## config.mk

```make
export PLATFORM = sky130hd
export DESIGN_NAME = isla_tx_pattern_gen
export DESIGN_NICKNAME = d
export VERILOG_FILES = /design/src/rtl/isla_tx_pkg.sv /design/src/rtl/isla_tx_lfsr16.sv /design/src/rtl/isla_tx_pattern_gen.sv
export SDC_FILE = /design/constraint.sdc
export NUM_CORES = 1
export LEC_CHECK = 0
export ABC_CLOCK_PERIOD_IN_PS = 2200
export BUFFER_PORTS_ARGS = -buffer_cell sky130_fd_sc_hd__buf_2
export CELL_PAD_IN_SITES_DETAIL_PLACEMENT = 1
export CELL_PAD_IN_SITES_GLOBAL_PLACEMENT = 2
export CORE_UTILIZATION = 32
export CTS_CLUSTER_SIZE = 28
export DETAILED_ROUTE_END_ITERATION = 12
export GPL_TIMING_DRIVEN = 0
export PLACE_DENSITY = 0.79
export SLEW_MARGIN = 10
export SYNTH_ARGS = -nofsm -noshare
export SYNTH_HDL_FRONTEND = slang
export SYNTH_SLANG_ARGS = --single-unit
```

## constraint.sdc

```tcl
create_clock -name sys_clk -period 2.2 [get_ports sys_clk]
set_input_delay 0.11 -clock sys_clk [delete_from_list [all_inputs] [get_ports sys_clk]]
set_output_delay 0.11 -clock sys_clk [all_outputs]
set_load 0.02 [all_outputs]
```

## src/rtl/isla_tx_pkg.sv

```systemverilog
// Shared definitions for the ISLA transmit pattern generator and the receiver-side checker.
package isla_tx_pkg;

    localparam logic [2:0] MODE_CONST  = 3'd0;
    localparam logic [2:0] MODE_RAMP   = 3'd1;
    localparam logic [2:0] MODE_PRBS   = 3'd2;
    localparam logic [2:0] MODE_TOGGLE = 3'd3;
    localparam logic [2:0] MODE_EXT    = 3'd4;

    typedef enum logic [1:0] {
        StIdle,
        StPreamble,
        StStream,
        StFinish
    } tx_state_e;

    // Taps for x^16+x^14+x^13+x^11+1, applied to state bits 15,13,12,10
    localparam logic [15:0] LFSR_TAPS = 16'hB400;

    localparam logic [15:0] TOGGLE_A = 16'hAAAA;
    localparam logic [15:0] TOGGLE_B = 16'h5555;

    typedef struct packed {
        logic [7:0] rise;
        logic [7:0] fall;
    } tx_lanes_t;

    // Lane i carries bit 2i on the rising edge and bit 2i+1 on the falling edge
    function automatic tx_lanes_t word_to_lanes(input logic [15:0] w);
        tx_lanes_t l;
        for (int i = 0; i < 8; i++) begin
            l.rise[i] = w[2*i];
            l.fall[i] = w[2*i+1];
        end
        return l;
    endfunction

endpackage

```

## src/rtl/isla_tx_lfsr16.sv

```systemverilog
// 16-bit Fibonacci LFSR, shifting left with feedback into bit 0.
module isla_tx_lfsr16
    import isla_tx_pkg::*;
#(
    parameter logic [15:0] Seed = 16'hACE1
) (
    input  logic        clk_i,
    input  logic        rst_ni,
    input  logic        load_i,
    input  logic [15:0] seed_i,
    input  logic        adv_i,
    output logic [15:0] state_o
);

    logic [15:0] state_q, state_d;

    always_comb begin
        state_d = state_q;
        if (load_i) begin
            state_d = seed_i;
        end else if (adv_i) begin
            state_d = {state_q[14:0], ^(state_q & LFSR_TAPS)};
        end
    end

    always_ff @(posedge clk_i or negedge rst_ni) begin
        if (!rst_ni) begin
            state_q <= Seed;
        end else begin
            state_q <= state_d;
        end
    end

    assign state_o = state_q;

endmodule

```

## src/rtl/isla_tx_pattern_gen.sv

```systemverilog
// ISLA ADC LVDS DDR output emulator: builds 16-bit sample words and splits them into
// rise/fall lane halves for external ODDR primitives. Every output is registered.
module isla_tx_pattern_gen
    import isla_tx_pkg::*;
#(
    parameter logic [15:0] PREAMBLE_WORD = 16'hA5C3,
    parameter int unsigned PREAMBLE_LEN  = 4,
    parameter logic [15:0] PRBS_SEED     = 16'hACE1,
    parameter logic [15:0] IDLE_WORD     = 16'h0000
) (
    input  logic        sys_clk,
    input  logic        rst_n,
    input  logic        start,
    input  logic        stop,
    input  logic [2:0]  mode,
    input  logic        preamble_en,
    input  logic [15:0] burst_len,
    input  logic [15:0] const_word,
    input  logic [15:0] ext_data,
    input  logic        ext_valid,
    output logic        ext_ready,
    output logic [7:0]  tx_d_rise,
    output logic [7:0]  tx_d_fall,
    output logic        tx_frame,
    output logic        busy,
    output logic        done,
    output logic        underrun,
    output logic [15:0] word_cnt
);

    localparam logic [7:0] PreLast = 8'(PREAMBLE_LEN - 1);
    localparam tx_lanes_t IdleLanes = word_to_lanes(IDLE_WORD);

    tx_state_e   state_q, state_d;
    logic [2:0]  mode_q, mode_d;
    logic [15:0] burst_q, burst_d;
    logic [7:0]  pre_cnt_q, pre_cnt_d;
    logic [15:0] ramp_q, ramp_d;
    logic        phase_q, phase_d;
    logic [15:0] last_q, last_d;
    logic        stop_pend_q, stop_pend_d;

    logic [15:0] wcnt_q, wcnt_d;
    logic        underrun_q, underrun_d;
    tx_lanes_t   lanes_q, lanes_d;
    logic        frame_q, frame_d;
    logic        busy_q, busy_d;
    logic        done_q, done_d;
    logic        ext_ready_q, ext_ready_d;

    logic        lfsr_load, lfsr_adv;
    logic [15:0] lfsr_state;
    logic [15:0] word;
    logic        last_word;

    isla_tx_lfsr16 #(
        .Seed(PRBS_SEED)
    ) u_lfsr (
        .clk_i  (sys_clk),
        .rst_ni (rst_n),
        .load_i (lfsr_load),
        .seed_i (PRBS_SEED),
        .adv_i  (lfsr_adv),
        .state_o(lfsr_state)
    );

    // Burst end and stop are both evaluated on the word currently being emitted
    assign last_word = stop || stop_pend_q ||
                       ((burst_q != 16'd0) && (wcnt_q == 16'(burst_q - 16'd1)));

    always_comb begin
        state_d     = state_q;
        mode_d      = mode_q;
        burst_d     = burst_q;
        pre_cnt_d   = pre_cnt_q;
        ramp_d      = ramp_q;
        phase_d     = phase_q;
        last_d      = last_q;
        stop_pend_d = stop_pend_q;
        wcnt_d      = wcnt_q;
        underrun_d  = underrun_q;
        frame_d     = 1'b0;
        lfsr_load   = 1'b0;
        lfsr_adv    = 1'b0;
        word        = IDLE_WORD;

        case (state_q)
            StIdle: begin
                if (start) begin
                    mode_d      = mode;
                    burst_d     = burst_len;
                    pre_cnt_d   = 8'd0;
                    ramp_d      = 16'd0;
                    phase_d     = 1'b0;
                    last_d      = IDLE_WORD;
                    stop_pend_d = 1'b0;
                    wcnt_d      = 16'd0;
                    underrun_d  = 1'b0;
                    lfsr_load   = 1'b1;
                    state_d     = preamble_en ? StPreamble : StStream;
                end
            end
            StPreamble: begin
                word = PREAMBLE_WORD;
                if (stop) begin
                    stop_pend_d = 1'b1;
                end
                if (pre_cnt_q == PreLast) begin
                    state_d = StStream;
                end else begin
                    pre_cnt_d = pre_cnt_q + 8'd1;
                end
            end
            StStream: begin
                frame_d = 1'b1;
                wcnt_d  = wcnt_q + 16'd1;
                case (mode_q)
                    MODE_RAMP: begin
                        word   = ramp_q;
                        ramp_d = ramp_q + 16'd1;
                    end
                    MODE_PRBS: begin
                        word     = lfsr_state;
                        lfsr_adv = 1'b1;
                    end
                    MODE_TOGGLE: begin
                        word    = phase_q ? TOGGLE_B : TOGGLE_A;
                        phase_d = ~phase_q;
                    end
                    MODE_EXT: begin
                        if (ext_valid) begin
                            word   = ext_data;
                            last_d = ext_data;
                        end else begin
                            word       = last_q;
                            underrun_d = 1'b1;
                        end
                    end
                    default: word = const_word;
                endcase
                if (last_word) begin
                    state_d = StFinish;
                end
            end
            StFinish: begin
                state_d = StIdle;
            end
            default: state_d = StIdle;
        endcase

        lanes_d     = word_to_lanes(word);
        busy_d      = (state_d != StIdle);
        done_d      = (state_q == StFinish);
        ext_ready_d = (state_d == StStream) && (mode_d == MODE_EXT);
    end

    always_ff @(posedge sys_clk or negedge rst_n) begin
        if (!rst_n) begin
            state_q     <= StIdle;
            mode_q      <= MODE_CONST;
            burst_q     <= 16'd0;
            pre_cnt_q   <= 8'd0;
            ramp_q      <= 16'd0;
            phase_q     <= 1'b0;
            last_q      <= IDLE_WORD;
            stop_pend_q <= 1'b0;
            wcnt_q      <= 16'd0;
            underrun_q  <= 1'b0;
            lanes_q     <= IdleLanes;
            frame_q     <= 1'b0;
            busy_q      <= 1'b0;
            done_q      <= 1'b0;
            ext_ready_q <= 1'b0;
        end else begin
            state_q     <= state_d;
            mode_q      <= mode_d;
            burst_q     <= burst_d;
            pre_cnt_q   <= pre_cnt_d;
            ramp_q      <= ramp_d;
            phase_q     <= phase_d;
            last_q      <= last_d;
            stop_pend_q <= stop_pend_d;
            wcnt_q      <= wcnt_d;
            underrun_q  <= underrun_d;
            lanes_q     <= lanes_d;
            frame_q     <= frame_d;
            busy_q      <= busy_d;
            done_q      <= done_d;
            ext_ready_q <= ext_ready_d;
        end
    end

    assign tx_d_rise = lanes_q.rise;
    assign tx_d_fall = lanes_q.fall;
    assign tx_frame  = frame_q;
    assign busy      = busy_q;
    assign done      = done_q;
    assign underrun  = underrun_q;
    assign word_cnt  = wcnt_q;
    assign ext_ready = ext_ready_q;

endmodule

```

==> results of run 1 <==
what timing repair did:
| item | 4_1_cts | 5_1_grt |
|---|---|---|
| endpoints found under the hold margin | 74 | 0 |
| resized for setup | 50 | 38 |
| pin swaps | 12 | 13 |
| endpoints found under the setup margin | 92 | 81 |
| hold buffers | 26 | 0 |
| setup buffers | 18 | 4 |
final cells by class:
class,count,area (um2),area share [%]
well taps,265,331.6,3.904
plain buffers,39,195.2,2.298
multi-input cells,547,3443,40.54
flip-flops and latches,116,2924,34.43
clock inverters,8,122.6,1.444
clock buffers,24,491.7,5.790
inverters,14,52.55,0.6187
repair buffers,141,932.1,10.98
cells by family after synthesis:
family                     share of synthesized area (%)
xor gates and xnor gates                           6.697
DFF                                                45.45
AOI/OAI and AO/OA                                  16.52
muxes                                              3.300
and+or+nand+nor                                    22.78
adders and majority gates                          1.757
buffers and inverters                              3.495
metrics by stage:
stage	util (%)	worst slack, ns
2_1_floorplan	-	0.0009772
3_3_place_gp	36.93	-0.8206
3_5_place_dp	37.10	-0.9159
4_1_cts	43.07	-0.1259
5_1_grt	43.50	-0.1889
6_report	43.50	-0.1136
state kept, by name, indices dropped and copies added (netlist names):
name / count
tx_d_fall: 8
done: 1
underrun: 1
pre_cnt_q: 8
word_cnt: 16
tx_d_rise: 8
phase_q: 1
u_lfsr.state_o: 16
ext_ready: 1
tx_frame: 1
stop_pend_q: 1
last_q: 16
ramp_q: 16
busy: 1
state_q: 2
burst_q: 16
mode_q: 3
per-layer routing:
metal / routed length [um] / vias to the layer above
met5: 0 / -
met4: 358 / 0
met3: 753 / 28
met2: 10970 / 157
met1: 9986 / 3089
li1: - / 2846
power breakdown:
group	internal (mW)	switching, mW
Clock	1.90	1.02
Combinational	2.01	3.31
Sequential	2.79	0.588
tightest hold or removal path, delay by kind of cell:
kind / cells / cell delay [ns]
compound gates: 2 / 0.17
buf+inv: 1 / 0.09
placed cells by master (no fill, tap or decap), drive strengths merged, types with 4 or more instances in the layout:
cell / instances
nand2b: 7
clkbuf: 53
nor2: 66
inv: 14
or4: 4
a211oi: 5
a31oi: 4
a221oi: 13
or3: 5
mux2: 9
ha: 9
o21a: 11
nor4: 4
nand2: 129
nand3: 28
dfrtp: 108
buf: 125
and2: 6
nand4: 10
nor3: 21
and3: 9
dlygate4sd3: 26
o21ai: 45
xnor2: 24
dfstp: 8
a21oi: 31
xor2: 25
mux2i: 11
nor2b: 10
a22o: 9
a22oi: 17
path summary, 6_finish.rpt:
kind	slack, ns	start	endpoint
setup / recovery	-0.11	burst_q[1]	ext_ready
hold / removal	-0.005	ext_data[2]	last_q[2]
setup reg to reg	-0.11	burst_q[1]	ext_ready
hold reg to reg	0.50	u_lfsr.state_o[5]	u_lfsr.state_o[5]
max in group asynchronous	1.24	rst_n	ramp_q[0]
min in group asynchronous	0.24	rst_n	burst_q[15]
==> run_results.csv, run 1 <==
group,metric,value,unit
outcome,outcome,"finished, violations left",
outcome,violations,"hold timing, setup timing",
floorplan,coreArea,19530,um2
timing,slew_headroom,48.23,%
logic_synthesis,synthFlopType,"dfrtp_1",
timing,fin_ws,-0.1136,ns
worst_setup_path,cp-end-kind,"flip-flop",
worst_setup_path,worst-path-stages,7,
timing,tightest_slew,0.7714,ns
place,port_buffers,92,
worst_setup_path,worstPathArrival,2.62,ns
timing,setup_tns,-0.1383,ns
pwr,p_total,11.62,mW
routing,ant_nets,0,
routing,totalWireLength,22070,um
logic_synthesis,synth_warnings,0,
worst_setup_path,slowest_delay,0.57,ns
timing,maxSlewViolCount,0,
final_layout,final_area,8493,um2
place,routabilityCongestion,0.8697,
timing,rsz0062_at_grt,"true",
routing,viasPerCell,5.303,
global_route,use_met2,38.86,%
global_route,grt_pass1_wl,35000,um
clock_network,ctsHtreeMaxLevel,4,
pwr,peakVddDrop,0.6032,mV
global_route,antenna_found_initial,0,
final_layout,fillers,2285,
worst_setup_path,cp_top_family,"simple AND/OR/NAND/NOR gates",
routing,num_vias,6120,
logic_synthesis,synth_seq_area_share,45.45,%
clock_network,cts_sinks,116,
global_route,grt_pass1_vias,6491,
place,dp_hpwl,15420,um
global_route,use_met3,3.466,%
worst_setup_path,reg2regPathDepth,7,
floorplan,start_util,32.82,%
routing,drtIter0Drc,376,
logic_synthesis,ys_ff_latch,116,
final_layout,final_cells,1154,
routing,drc,0,
clock_network,clockRootBuffer,"clkbuf_16",
timing,timing.fmax,432.2,MHz
final_layout,nNetsFinal,942,
global_route,track_usage,22.41,%
routing,wl_per_cell,19.12,um
place,dp.cells,1078,
logic_synthesis,synth.most_common_cell,"nand2_1",
worst_setup_path,worstSetupPathType,"reg -> reg",
logic_synthesis,async_flop_share,100.0,%
clock_network,clkLatencyLatePin,0.43,ns
timing,skew,0.01254,ns
logic_synthesis,synth.distinct_cells,63,
logic_synthesis,synth_top_area_share,42.17,%
logic_synthesis,synth_edf_count,0,
worst_setup_path,crit_path_max_fanout,3,
worst_setup_path,critPathSlowestCell,"or4_4",
clock_network,cts_tree,"yes",
floorplan,rows,51,
floorplan,ios,94,
run,drv_cap,0,
timing,final-setup-viol-count,2,
global_route,grt_overflow_total,0,
logic_synthesis,netlist_area,6409,um2
final_layout,final_layout_size_suffix_gt1_share,25.87,%
floorplan,fp.dieArea,20600,um2
place,place_area,7244,um2
pwr,power_density,1368,nW/um2
logic_synthesis,ys_top_cells_by_count,"nand2_1, dfrtp_1, nor2_1, o21ai_0, clkbuf_1",
timing,fin_hold_ws,-0.005372,ns
pwr,leakagePower,3.865,nW
logic_synthesis,yosys.area.top_type,"dfrtp_1",
final_layout,area_growth,32.53,%
final_layout,diodes,0,
floorplan,die_h,143.5,um
clock_network,path_clk_slew,0.06,ns
global_route,grt_max_degree,60,
worst_setup_path,cp.required,2.50,ns
logic_synthesis,syn_inst,720,
min_path,hp-class,"in -> reg",
min_path,worstHoldPathCells,3,
timing,finalCritPeriodShare,105.2,%
logic_synthesis,synth.avg_cell_area,8.901,um2
logic_synthesis,synth_area_leaders,"dfrtp_1, nand2_1, nor2_1, xor2_1, dfstp_2",
global_route,grt_busiest_layer,"met2",
worst_setup_path,path_cells,"buf_4 > or4_4 > nor4_4 > nand4b_1 > o311a_1 > a2111o_1 > o21a_1",
clock_network,cts_buffer_depth,2,
routing,drt-pass1-iter-count,5,
timing,period_minus_slack,2.314,ns
global_route,gr-usage-met1,28.55,%
worst_setup_path,crit_buf_inv,1,
floorplan,die_x,143.5,um
clock_network,numCtsBuffers,17,
logic_synthesis,syn_nets,786,
worst_setup_path,cp-start-kind,"flip-flop",
timing,hold_viol_final,1,
No activity file was read; power rests on OpenSTA's default activity.
==> run 2: changes to the inputs <==
--- a/config.mk
+++ b/config.mk
@@ -9,6 +9,7 @@
 export BUFFER_PORTS_ARGS = -buffer_cell sky130_fd_sc_hd__buf_2
 export CELL_PAD_IN_SITES_DETAIL_PLACEMENT = 1
 export CELL_PAD_IN_SITES_GLOBAL_PLACEMENT = 2
+export CORE_ASPECT_RATIO = 1.1
 export CORE_UTILIZATION = 32
 export CTS_CLUSTER_SIZE = 28
 export DETAILED_ROUTE_END_ITERATION = 12
==> run 2 against run 1 <==
Compared with the run above:
- the flow still finishes with violations (hold timing, setup timing)
- final area shrank 0.21%
- register-to-register slack gained 0.03 ns
- via count shrank 0.60%
- global-route usage grew 0.11 points
- fmax grew 1.2%
- first-iteration DRC count shrank 27%
- flip-flop and latch count is the same
- worst hold slack lost 0.0013 ns
- utilization grew 0.27 points
- highest routed layer unchanged
==> run_results.csv, run 2 (same netlist as run 1, synthesis figures left out) <==
group,metric,value,unit
outcome,outcome,"finished, violations left",
outcome,violations,"hold timing, setup timing",
min_path,min_to,"last_q[12]",
worst_setup_path,worstPathArrival,2.59,ns
timing,fin_hold_ws,-0.006690,ns
final_layout,diodes,0,
place,place_area,7222,um2
clock_network,ctsHtreeMaxLevel,4,
worst_setup_path,cp.required,2.50,ns
worst_setup_path,cp_top_family,"simple AND/OR/NAND/NOR gates",
timing,period_minus_slack,2.287,ns
timing,setup_tns,-0.08726,ns
global_route,antenna_found_initial,0,
floorplan,ios,94,
global_route,track_usage,22.52,%
routing,drc,0,
clock_network,numCtsBuffers,17,
pwr,switchingPower,4.875,mW
final_layout,final_common_cell,"nand2_1",
min_path,worstHoldPathCells,3,
global_route,grt_pass1_wl,34970,um
final_layout,final_area,8476,um2
final_layout,final_cells,1139,
clock_network,path_clk_slew,0.06,ns
place,dp.cells,1060,
routing,num_vias,6083,
floorplan,die_x,136.9,um
min_path,hp-class,"in -> reg",
place,dp_hpwl,15660,um
clock_network,clkLatencyLatePin,0.42,ns
worst_setup_path,path_cells,"or4_4 > or4b_4 > xnor2_2 > and3_4 > nand3_2 > o21a_1",
timing,final-setup-viol-count,1,
routing,viasPerCell,5.341,
final_layout,fillers,2266,
final_layout,area_growth,32.25,%
routing,wl_per_cell,19.50,um
timing,slew_headroom,49.27,%
timing,maxSlewViolCount,0,
place,port_buffers,92,
global_route,grt_max_degree,64,
timing,finalCritPeriodShare,104.0,%
place,pre_cts_ws,-0.8422,ns
min_path,holdCritStartpoint,"ext_data[12]",
pwr,leakagePower,3.894,nW
run,drv_cap,0,
timing,timing.fmax,437.2,MHz
floorplan,rows,53,
place,routabilityCongestion,0.8859,
routing,drt-pass1-iter-count,4,
clock_network,cts_buffer_depth,2,
timing,tightest_slew,0.7530,ns
final_layout,final_layout_size_suffix_gt1_share,25.90,%
clock_network,cts_tree,"yes",
worst_setup_path,critPathSlowestCell,"or4_4",
timing,fin_ws,-0.08726,ns
routing,ant_nets,0,
worst_setup_path,r2r-start,"burst_q[10]",
routing,totalWireLength,22210,um
worst_setup_path,r2r_end,"ext_ready",
timing,hold_viol_final,1,
clock_network,clockRootBuffer,"clkbuf_16",
floorplan,coreArea,19360,um2
pwr,power_frac_seq,29.6,%
pwr,p_total,11.49,mW
timing,rsz0062_at_grt,"true",
final_layout,nNetsFinal,945,
worst_setup_path,worstSetupPathType,"reg -> reg",
pwr,power_density,1355,nW/um2
worst_setup_path,cp-start-kind,"flip-flop",
pwr,switching_share,42.44,%
global_route,grt_overflow_total,0,
floorplan,die_h,150.4,um
pwr,combPwrFrac,46.3,%
clock_network,cts_sinks,116,
worst_setup_path,reg2regPathDepth,6,
routing,drtIter0Drc,276,
worst_setup_path,slowest_delay,0.60,ns
worst_setup_path,cp-end-kind,"flip-flop",
pwr,clockPowerShare,24.1,%
final_layout,layout_common_cells,"nand2_1, dfrtp_1, buf_2",
worst_setup_path,rrSetupSlack,-0.09,ns
floorplan,fp.dieArea,20600,um2
pwr,peakVddDrop,0.6870,mV
global_route,grt_pass1_vias,6427,
worst_setup_path,crit_buf_inv,0,
floorplan,start_util,33.10,%
pwr,internal-power,6.613,mW
timing,skew,0.01084,ns
worst_setup_path,crit_path_max_fanout,5,
==> run 2: cell types whose count changed in the layout (fill, tap and decap cells not counted), moves of 2 or more <==
| cell | change |
|---|---|
| clkbuf_2 | -2 |
| clkbuf_1 | +2 |
| buf_4 | +3 |
| clkinvlp_4 | -3 |
| o21ai_0 | -2 |
==> run 2: routing by layer <==
| metal | global-route usage (%) | wire (um) |
|---|---|---|
| met5 | 0 | 0 |
| met4 | 8.132 | 507 |
| met3 | 3.535 | 817 |
| met2 | 38.01 | 11150 |
| met1 | 28.94 | 9737 |
==> run 2: worst max path at each step <==
stage | to | start | cells after the start | slack (ns)
final | ext_ready | burst_q[10] | 6 | -0.09
after global routing | ext_ready | burst_q[10] | 6 | -0.14
after CTS | ext_ready | burst_q[10] | 6 | -0.09
after detailed placement | ramp_q[14] | state_q[0] | 8 | -0.84
after global placement | word_cnt[12] | state_q[0] | 8 | -0.64
after floorplan | ext_ready | burst_q[9] | 7 | 0.001
==> run 2: layout make-up <==
type | instances | area, um2 | area share (%)
Buffer | 38 | 201.4 | 2.377
Clock buffer | 27 | 503.0 | 5.934
Clock inverter | 5 | 75.07 | 0.8857
Inverter | 14 | 52.55 | 0.6200
Multi-Input combinational cell | 547 | 3458 | 40.80
Sequential cell | 116 | 2924 | 34.50
Tap cell | 247 | 309.0 | 3.646
Timing Repair Buffer | 145 | 952.2 | 11.23
==> run 2: power groups by stage <==
stage               clock (mW)  combinational (mW)  sequential, mW
detailed placement           0                4.62            3.40
floorplan                    0                3.04            3.40
global placement             0                4.46            3.37
finish                    2.77                5.32            3.40
global route              2.91                5.86            3.49
CTS                       2.83                5.05            3.39
==> run 2: worst register-to-register path: cells and delay by family (launching register included) <==
| family | cells | cell delay [ns] |
|---|---|---|
| AOI/OAI and AO/OA | 1 | 0.21 |
| DFF | 1 | 0.39 |
| and+or+nand+nor | 4 | 1.41 |
| xor gates and xnor gates | 1 | 0.16 |
==> run 2: repair_timing <==
item                                    CTS  global route
cloned                                    0             0
buffers inserted                         16             9
endpoints found under the setup margin   92            66
hold buffers                             27             0
endpoints found under the hold margin    79             0
resized for setup                        45            51
pin swaps                                 9             8
==> run 2: per-stage QoR <==
stage	hold WS (ns)	utilization [%]
4_1_cts	0.001068	42.97
3_3_place_gp	0.3037	37.12
6_report	-0.006690	43.77
5_1_grt	0.02355	43.77
2_1_floorplan	-0.1856	-
3_5_place_dp	0.1115	37.30
==> run 3: changes to the inputs <==
--- a/config.mk
+++ b/config.mk
@@ -14,8 +14,9 @@
 export CTS_CLUSTER_SIZE = 28
 export DETAILED_ROUTE_END_ITERATION = 12
 export GPL_TIMING_DRIVEN = 0
-export PLACE_DENSITY = 0.79
+export PLACE_DENSITY = 0.77
 export SLEW_MARGIN = 10
 export SYNTH_ARGS = -nofsm -noshare
 export SYNTH_HDL_FRONTEND = slang
+export SYNTH_HIERARCHICAL = 1
 export SYNTH_SLANG_ARGS = --single-unit
==> run 3 against run 2 <==
Compared with the run above:
- the flow finishes with violations (setup timing)
- non-clock buffer count fell by 15
- final area fell by 0.81%
- total power shrank 1.3%
- fmax fell by 19%
- count of clock-buffer cells in the layout unchanged
- clock skew shrank 0.0030 ns
- register-to-register slack got worse by 0.55 ns
- utilization is 1.3 points lower
- synthesized cell count fell by 5.8%
==> run_results.csv, run 3 <==
group,metric,value,unit
clock_network,ctsHtreeMaxLevel,4,
floorplan,start_util,32.62,%
timing,slew_headroom,53.03,%
clock_network,cts_buffer_depth,2,
place,port_buffers,92,
timing,final-setup-viol-count,2,
routing,totalWireLength,21020,um
logic_synthesis,synth.most_common_cell,"dfrtp_1",
pwr,leakagePower,3.750,nW
worst_setup_path,worst-path-stages,8,
timing,period_minus_slack,2.836,ns
worst_setup_path,cp.required,2.50,ns
worst_setup_path,slowest_delay,0.57,ns
logic_synthesis,synth.avg_cell_area,9.524,um2
final_layout,fillers,2301,
worst_setup_path,crit_path_max_fanout,9,
floorplan,ios,94,
timing,timing.fmax,352.6,MHz
worst_setup_path,cp-start-kind,"flip-flop",
timing,maxSlewViolCount,0,
logic_synthesis,synth_warnings,6,
timing,finalCritPeriodShare,128.9,%
floorplan,fp.dieArea,20750,um2
global_route,antenna_found_initial,0,
floorplan,die_h,151.0,um
timing,hold_viol_final,0,
clock_network,clockRootBuffer,"clkbuf_16",
logic_synthesis,synth.distinct_cells,60,
final_layout,final_area,8407,um2
global_route,track_usage,21.17,%
place,routabilityCongestion,0.8271,
pwr,peakVddDrop,0.6970,mV
logic_synthesis,syn_inst,678,
timing,rsz0062_at_grt,"true",
run,drv_cap,0,
logic_synthesis,yosys.area.top_type,"dfrtp_1",
logic_synthesis,synth_area_leaders,"dfrtp_1, mux2i_1, xor2_1, mux2_2, nand2_1",
final_layout,final_core_utilization,42.47,%
clock_network,cts_sinks,116,
global_route,grt_pass1_wl,33080,um
worst_setup_path,crit_buf_inv,2,
pwr,power_density,1349,nW/um2
final_layout,nNetsFinal,905,
logic_synthesis,synth_edf_count,0,
clock_network,numCtsBuffers,17,
logic_synthesis,ys_ff_latch,116,
final_layout,multiInputGateArea,3515,um2
routing,ant_nets,0,
final_layout,seqCellArea,2915,um2
routing,wl_per_cell,19.04,um
worst_setup_path,path_cells,"buf_6 > or4_4 > buf_6 > or4_4 > mux2i_1 > mux2i_1 > or4_4 > and4_1",
routing,drc,0,
routing,drt-pass1-iter-count,4,
final_layout,final_common_cell,"dfrtp_1",
floorplan,die_x,137.4,um
logic_synthesis,synth_seq_area_share,45.11,%
logic_synthesis,netlist_area,6457,um2
min_path,hp-class,"in -> reg",
timing,tightest_slew,0.6971,ns
worst_setup_path,critPathSlowestCell,"or4_4",
logic_synthesis,async_flop_share,100.0,%
logic_synthesis,ys_top_cells_by_count,"dfrtp_1, nand2_1, nor2_1, o21ai_0, xor2_1",
clock_network,path_clk_slew,0.05,ns
clock_network,cts_tree,"yes",
worst_setup_path,worstPathArrival,3.14,ns
clock_network,clkLatencyLatePin,0.42,ns
outcome,violations,"setup timing",
timing,fin_ws,-0.6363,ns
floorplan,rows,54,
worst_setup_path,cp_top_family,"simple AND/OR/NAND/NOR gates",
final_layout,final_cells,1104,
global_route,grt_max_degree,69,
worst_setup_path,reg2regPathDepth,8,
final_layout,layout_common_cells,"dfrtp_1, buf_2, nand2_1",
final_layout,diodes,0,
final_layout,area_growth,30.19,%
routing,viasPerCell,5.214,
final_layout,final_layout_size_suffix_gt1_share,26.53,%
outcome,outcome,"finished, violations left",
worst_setup_path,cp-end-kind,"flip-flop",
pwr,p_total,11.34,mW
routing,num_vias,5756,
global_route,grt_overflow_total,0,
logic_synthesis,synth_top_area_share,41.85,%
worst_setup_path,cp_common_cell,"or4_4",
floorplan,coreArea,19800,um2
place,dp.cells,1037,
place,dp_hpwl,15180,um
place,place_area,7322,um2
min_path,worstHoldPathCells,3,
timing,skew,0.007796,ns
logic_synthesis,synthFlopType,"dfrtp_1",
global_route,grt_pass1_vias,6060,
routing,drtIter0Drc,210,
worst_setup_path,worstSetupPathType,"reg -> reg",
## run 3: cell count changes after synthesis, sizes merged, moves of 7 or more
| cell | change |
|---|---|
| nand2 | -61 |
| clkbuf | -7 |
| mux2 | +15 |
| nand3 | -14 |
| mux2i | +19 |
| o21ai | +16 |
## run 3: cells by family (layout without fill, tap and decap cells)
| kind of cell | Yosys count | count (layout) | share of synthesized area, % |
|---|---|---|---|
| muxes | 54 | 54 | 8.836 |
| xor gates and xnor gates | 50 | 50 | 6.782 |
| other | 2 | 16 | 0.1163 |
| and+or+nand+nor | 235 | 235 | 17.86 |
| buffers and inverters | 53 | 213 | 3.720 |
| AOI/OAI and AO/OA | 159 | 159 | 15.83 |
| DFF | 116 | 116 | 45.11 |
| adders and majority gates | 9 | 9 | 1.744 |
## run 3: per-layer routing
metal | GRT usage, % | wire length [um]
met1 | 26.84 | 9319
met2 | 35.70 | 10680
met3 | 4.418 | 697
met4 | 6.758 | 327
met5 | 0 | 0
## run 3: worst paths after layout
kind                                     endpoint        from  slack [ns]
worst max-delay path                    ext_ready  burst_q[5]       -0.64
worst min-delay path                    mode_q[0]     mode[0]        0.02
worst max register to register          ext_ready  burst_q[5]       -0.64
worst min register to register         last_q[15]  last_q[15]        0.52
max in group asynchronous       u_lfsr/state_o[6]       rst_n        1.25
min in group asynchronous              burst_q[5]       rst_n        0.19
## run 3: worst reg2reg max path: cells and delay by family, from the launching register on
| kind | cells | cell delay, ns |
|---|---|---|
| buf+inv | 2 | 0.29 |
| flops | 1 | 0.37 |
| mux | 2 | 0.30 |
| simple gates | 4 | 1.77 |
## run 3: timing repair
item                                   in CTS  in global routing
pin swaps                                   5                  3
gates resized for setup                    40                 30
setup buffers                               9                  5
endpoints found under the hold margin      73                  0
setup endpoints to repair                 105                 45
hold buffers                               26                  0
## run 3: report_power, final
part / internal, mW / total, mW / switching (mW)
clock network: 1.60 / 2.56 / 0.962
registers: 2.90 / 3.65 / 0.744
logic: 2.09 / 5.13 / 3.04
total: 6.59 / 11.3 / 4.75
## run 3: stage by stage
step	TNS [ns]	setup slack, ns	hold WS, ns
after floorplan	-0.9593	-0.5597	-0.1856
after global placement	-108.16	-1.094	0.3310
after detailed placement	-64.89	-1.320	0.08565
after CTS	-1.167	-0.6486	0.005728
after global routing	-1.458	-0.6996	0.02749
final	-1.224	-0.6363	0.02241
## run 3: final cells by class
cell class / instances / area share (%)
inverters: 13 / 0.6400
multi-input cells: 523 / 41.81
clock buffers: 27 / 5.745
well taps: 252 / 3.751
flip-flops and latches: 116 / 34.68
clock inverters: 5 / 0.5953
repair buffers: 133 / 10.27
plain buffers: 35 / 2.515
